`config.mk`:
```
export PLATFORM = sky130hd
export DESIGN_NAME = regfile_alu
export DESIGN_NICKNAME = d
export VERILOG_FILES = /design/src/rtl/regfile_alu.sv
export SDC_FILE = /design/constraint.sdc
export NUM_CORES = 2
export LEC_CHECK = 0
export BUFFER_PORTS_ARGS = -buffer_cell sky130_fd_sc_hd__buf_2
export CAP_MARGIN = 15
export CORE_UTILIZATION = 24
export DETAILED_ROUTE_END_ITERATION = 12
export GPL_TIMING_DRIVEN = 0
export PLACE_DENSITY = 0.34
export SYNTH_ARGS = -nofsm -noshare
export SYNTH_HDL_FRONTEND = slang
export SYNTH_SLANG_ARGS = --single-unit
```
`constraint.sdc`:
```
create_clock -name clk -period 13.6 [get_ports clk]
set_input_delay 2.04 -clock clk [delete_from_list [all_inputs] [get_ports clk]]
set_output_delay 2.04 -clock clk [all_outputs]
set_load 0.01 [all_outputs]
```
`src/rtl/regfile_alu.sv`:
```
// 32-entry, 2R/1W register file feeding a 4-op combinational ALU.
// Optional write-to-read forwarding is enabled with the RF_BYPASS_EN macro.
module regfile_alu #(
  parameter int XLEN  = 32,
  parameter int NREGS = 32
) (
  input  logic            clk,
  input  logic            reset,
  input  logic [4:0]      A1,
  input  logic [4:0]      A2,
  input  logic [4:0]      A3,
  input  logic [XLEN-1:0] WD3,
  input  logic            WE3,
  output logic [XLEN-1:0] RD1,
  output logic [XLEN-1:0] RD2,
  input  logic [1:0]      ALUControl,
  output logic [XLEN-1:0] ALUResult,
  output logic            Zero
);

  logic [NREGS-1:0][XLEN-1:0] regs_q;
  logic [NREGS-1:0][XLEN-1:0] regs_d;
  logic [XLEN-1:0]            rd1_raw, rd2_raw;

  // Entry 0 is never loaded, so it stays hard-wired to zero.
  always_comb begin
    regs_d    = regs_q;
    regs_d[0] = '0;
    if (WE3 && (A3 != 5'd0) && (32'(A3) < NREGS))
      regs_d[A3] = WD3;
  end

  always_ff @(posedge clk) begin
    if (reset) regs_q <= '0;
    else       regs_q <= regs_d;
  end

  always_comb begin
    rd1_raw = '0;
    rd2_raw = '0;
    if (32'(A1) < NREGS) rd1_raw = regs_q[A1];
    if (32'(A2) < NREGS) rd2_raw = regs_q[A2];
  end

`ifdef RF_BYPASS_EN
  logic fwd_ok;
  assign fwd_ok = WE3 && !reset && (A3 != 5'd0);
  assign RD1 = (fwd_ok && (A1 == A3)) ? WD3 : rd1_raw;
  assign RD2 = (fwd_ok && (A2 == A3)) ? WD3 : rd2_raw;
`else
  assign RD1 = rd1_raw;
  assign RD2 = rd2_raw;
`endif

  always_comb begin
    ALUResult = '0;
    case (ALUControl)
      2'b00:   ALUResult = RD1 + RD2;
      2'b01:   ALUResult = RD1 - RD2;
      2'b10:   ALUResult = RD1 & RD2;
      default: ALUResult = RD1 | RD2;
    endcase
  end

  assign Zero = (ALUResult == '0);

endmodule

```
# Word level (Yosys, flattened, before mapping)
# Cells that the tools add are included.
# op_classes
n_addsub,2
magnitude_cmp,4
eq_ne,2
mux,8
bitwise,3
reduce_logical,6
# op_table
op,count
$bwmux 1024,1
$bmux 32 s5,2
$demux 32 s5,1
$mux 32,3
$pmux 32 s3,1
$add 32x32->32,1
$and 32x32->32,1
$logic_not 32->1,1
$or 32x32->32,1
$sub 32x32->32,1
$lt 5x6->1 const B,3
$ge 5x1->1 const B,1
$reduce_bool 5->1,1
$eq 2x1->1 const B,1
$eq 2x2->1 const B,1
$logic_and 1x1->1,2
$logic_not 2->1,1
$reduce_or 2->1,1
$not 1->1,1
# word_totals
regBits,1024
input_bits,52
output_inout_bits,97
wordCells,57

# Longest topological paths before layout
# logic_depth
ltp_word,5
ltp_mapped,29
mapped_depth_nobuf,23

# Worst setup path after synthesis
# OpenSTA, ideal clock, no wires.
# synth_path
path_kind,input to output
start,in A1[0]
end,out Zero
arrival_ns,8.534
required_time_ns,11.560
setup_slack_ns,3.026
path_stages,26
n_path_buf,9
cell_sequence,buf_6 buf_6 buf_6 buf_6 buf_6 buf_6 buf_4 buf_1 buf_2 mux4_2 mux4_2 mux2i_1 ha_1 inv_1 fa_1 a21o_1 a221oi_1 nand4bb_1 a21oi_1 o31ai_1 and2_1 xor2_1 o21ai_0 or4_1 or3_1 nor4_2
# synth_via
elab_chain_len,5
elab_cells_between_ends,8
cone_classes,add/sub: 2; mux: 3; bitwise: 2; reduce/logical: 1
# synth_lines
element,line,rtl
start: declaration,9,"input logic [4:0] A1,"
$bmux 32 s5 (*),41,if (32'(A1) < NREGS) rd1_raw = regs_q[A1];
$mux 32 (not written as such) (*),41,
"$sub 32x32->32, or another cell as far along",59,2'b01: ALUResult = RD1 - RD2;
$pmux 32 s3 (*),57,case (ALUControl)
named net ALUResult[26],17,"output logic [XLEN-1:0] ALUResult,"
$logic_not 32->1 (*),65,assign Zero = (ALUResult == '0);
end: declaration,18,output logic Zero
# The timed path passes the listed nets; every way through them passes the cells marked *. The select of a mux whose other input is x is not followed.

# Worst setup path after layout
# layout_path
start,in A2[4]
end,out Zero
# layout_via
elab_chain_len,5
elab_cells_between_ends,8
cone_classes,add/sub: 2; mux: 3; bitwise: 2; reduce/logical: 1
# layout_lines
element,line,rtl
start: declaration,10,"input logic [4:0] A2,"
$bmux 32 s5 (*),42,if (32'(A2) < NREGS) rd2_raw = regs_q[A2];
$mux 32 (not written as such) (*),42,
"$sub 32x32->32, or another cell as far along",59,
$pmux 32 s3 (*),57,
$logic_not 32->1 (*),65,
# Every way passes the cells marked *; elsewhere a longest branch is shown, timed or not. The select of a mux whose other input is x is not followed.

==> results.cfg <==
[outcome]
status = finished, final reports clean

[final_layout]
reg_top3 = regs_q x1024
final_area_um2 = 65700
fin_nets = 6916
largest_register_ff_count = 1024
syn2layout_area_growth_pct = 19.9
top_register = regs_q
drive_gt1_share_pct = 15.4

[global_route]
grt_use_total_pct = 33.9
grt_first_pass_wirelength_mm = 516
grt_pass1_vias = 51945
overflow = 0
antenna_found_initial = 39
grt_max_degree = 20

[setup_path]
cp-end-kind = output port
startpoint_type = primary input
crit_slowest_cell = buf_1
rrSetupSlack_ns = 12.70
path_class = primary input to output port
crit_required_ns = 11.56
r2r_end = regs_q[268]
cp.buffers_inverters = 7
arrival_ns = 11.46
r2r-start = regs_q[268]
reg2regPathDepth = 2
critPathMaxStageDelay_ns = 1.00
crit_path_max_fanout = 10
path_common_cell = buf_2
critPathTopFamily = simple AND/OR/NAND/NOR gates

[floorplanning]
dieArea_um2 = 230000
core_area_um2 = 227000
ios = 149
die_height_um = 480
num_rows = 175
die_x_um = 480
start_util_pct = 24.1

[pwr]
vdd_ir_drop_max_mv = 0.102
leakagePower_nw = 22.5
power.density_nw_per_um2 = 122

[place]
gp_congestion = 0.968
dp_slack_ns = -1.47
io_buffers = 142
place_area_um2 = 61200
hpwl_mm = 300

[synthesis]
synth_warnings = 0
synth_area_leader_cell = dfxtp_1
postSynthCellCount = 6405
synth_top_area_share_pct = 37.4
synth_edf_count = 0
synthArstFlopShare_pct = 0
synth.most_common_cell = nand2_1
ys_seq_area_share_pct = 37.4
syn_area_per_cell_um2 = 8.56
synth.distinct_cells = 76
synth_commonest_cells = nand2_1 (2123), a21oi_1 (1063), dfxtp_1 (1024), clkbuf_1 (452), mux4_2 (376)
syn_area_um2 = 54800
synth_ff_type = dfxtp_1
ys_seq_elements = 1024
synthTopCellsByArea = dfxtp_1 (37%), mux4_2 (15%), nand2_1 (15%)

[clock_network]
clk_pin_slew_ns = 0.06
cts.path.max_buffers = 3
cts_root_buf = clkbuf_16
cts.sinks = 1024
cts_hold_buf = 0
cts_tree = done
clk_latency_ns = 0.82
htree_levels = 4
cts_buffers = 131

[sta]
setup_viol_count_final = 0
hold_viol = 0
slew_viol_final = 0
postLayoutSetupSlackWorst_ns = 0.101
rsz0062_at_grt = false
fmax_mhz = 74.1
fin_worst_skew_ns = 0
min_period_ns = 13.50
worst_slew_pin_slew_ns = 1.48
fin_crit_sh_pct = 99.3
slew_headroom_pct = 1.63

[hold_path]
hp-start = regs_q[59]
hold_end = regs_q[59]
hold_path_depth = 2
hold_class = flip-flop to flip-flop

[detailed_routing]
routed_wl_mm = 401
wl_per_cell_um = 40.3
antenna_left = 0
vias = 57090
drc = 0
vias_per_cell = 5.73
drt_iter0_drc = 8654
firstDrtPassIters = 8

[run]
max-cap-violations = 0
-- where the power goes --
group / internal [mW] / switching [mW] / leakage [nW]
Combinational: 0.343 / 0.924 / 12.1
Clock: 2.11 / 1.59 / 2.16
Sequential: 3.03 / 0.0240 / 8.27
-- worst max-delay path by stage --
stage | start | end | slack, ns | cells past startpoint
after floorplan | A1[0] | Zero | 3.03 | 26
after detailed placement | A1[1] | Zero | -1.47 | 28
after global placement | A1[1] | Zero | -2.37 | 27
after CTS | A2[1] | Zero | 0.09 | 27
after global routing | A2[2] | Zero | 0.01 | 29
final | A2[4] | Zero | 0.10 | 26
-- kinds of logic (layout without fill, tap and decap cells) --
logic type	Yosys count	count (layout)	synth area share [%]
adder cells (fa/ha/maj)	61	61	1.32
multiplexers	769	769	23.1
AO/OA/AOI/OAI	1416	1416	14.4
other	1	50	0.00684
flip-flops	1024	1024	37.4
AND/OR/NAND/NOR	2446	2446	17.7
buffers and inverters	632	1124	5.04
XOR/XNOR	56	56	0.895
-- what timing repair did --
action                                 in CTS  in global routing
gates cloned                                0                  0
setup endpoints to repair                   8                  1
pin swaps                                   2                  0
buffers inserted                            5                  0
gates resized for setup                     4                  7
endpoints found under the hold margin       0                  0
-- final cells by class --
type / instances / area [um2]
Clock inverter: 42 / 420
Inverter: 25 / 93.8
Multi-Input combinational cell: 4780 / 31700
Clock buffer: 194 / 3940
Sequential cell: 1024 / 20500
Antenna cell: 18 / 45.0
Timing Repair Buffer: 259 / 2510
Tap cell: 3009 / 3760
Buffer: 604 / 2730
Fill cell: 24329 / 161000
-- metrics by stage --
| step | utilization [%] | std cells | power (mW) | hold slack, ns | setup TNS, ns |
|---|---|---|---|---|---|
| floorplan | - | 6436 | 3.68 | 0.441 | 0 |
| global placement | 26.2 | 9587 | 4.29 | 0.451 | -17.87 |
| detailed placement | 26.9 | 9693 | 4.33 | 0.457 | -3.36 |
| CTS | 28.9 | 9932 | 7.98 | 0.465 | 0 |
| global route | 28.9 | 9940 | 8.14 | 0.481 | 0 |
| finish | 28.9 | 9955 | 8.02 | 0.465 | 0 |
-- layer usage --
layer / vias to the layer above / track usage (%) / part of all wire [%] / routed length [um]
met1: 28984 / 44.3 / 41 / 163000
met3: 901 / 10.5 / 11 / 45700
met2: 3851 / 49.4 / 42 / 167000
met4: 34 / 18.6 / 6.4 / 25500
li1: 23320 / - / - / -
met5: - / 0 / 0.062 / 249
-- tightest hold or removal path, stage by stage (launching register included) --
cell and delay (ns):
dfxtp_1 0.31, nand2_1 0.05, a21oi_1 0.05
-- cell usage in the layout, fill, tap and decap left out, drive strengths merged, types with 15 or more instances in the layout --
| master | Yosys | layout |
|---|---|---|
| nand2 | 2123 | 2123 |
| a21oi | 1063 | 1063 |
| dfxtp | 1024 | 1024 |
| clkbuf | 452 | 649 |
| buf | 155 | 408 |
| mux4 | 392 | 392 |
| mux2i | 362 | 362 |
| a22oi | 146 | 146 |
| nand3 | 97 | 97 |
| nor2 | 87 | 87 |
| o21ai | 52 | 52 |
| ha | 38 | 38 |
| xor2 | 33 | 33 |
| conb | 1 | 32 |
| clkinv | 2 | 30 |
| inv | 23 | 28 |
| xnor2 | 23 | 23 |
| nand4 | 22 | 22 |
| maj3 | 22 | 22 |
| a221oi | 21 | 21 |
| a21o | 19 | 19 |
| diode | 0 | 18 |
| nor2b | 17 | 17 |
| a22o | 17 | 17 |
| a31oi | 17 | 17 |
| and2 | 16 | 16 |
| o21a | 15 | 15 |
| mux2 | 15 | 15 |
No activity file was read; power rests on OpenSTA's default activity.
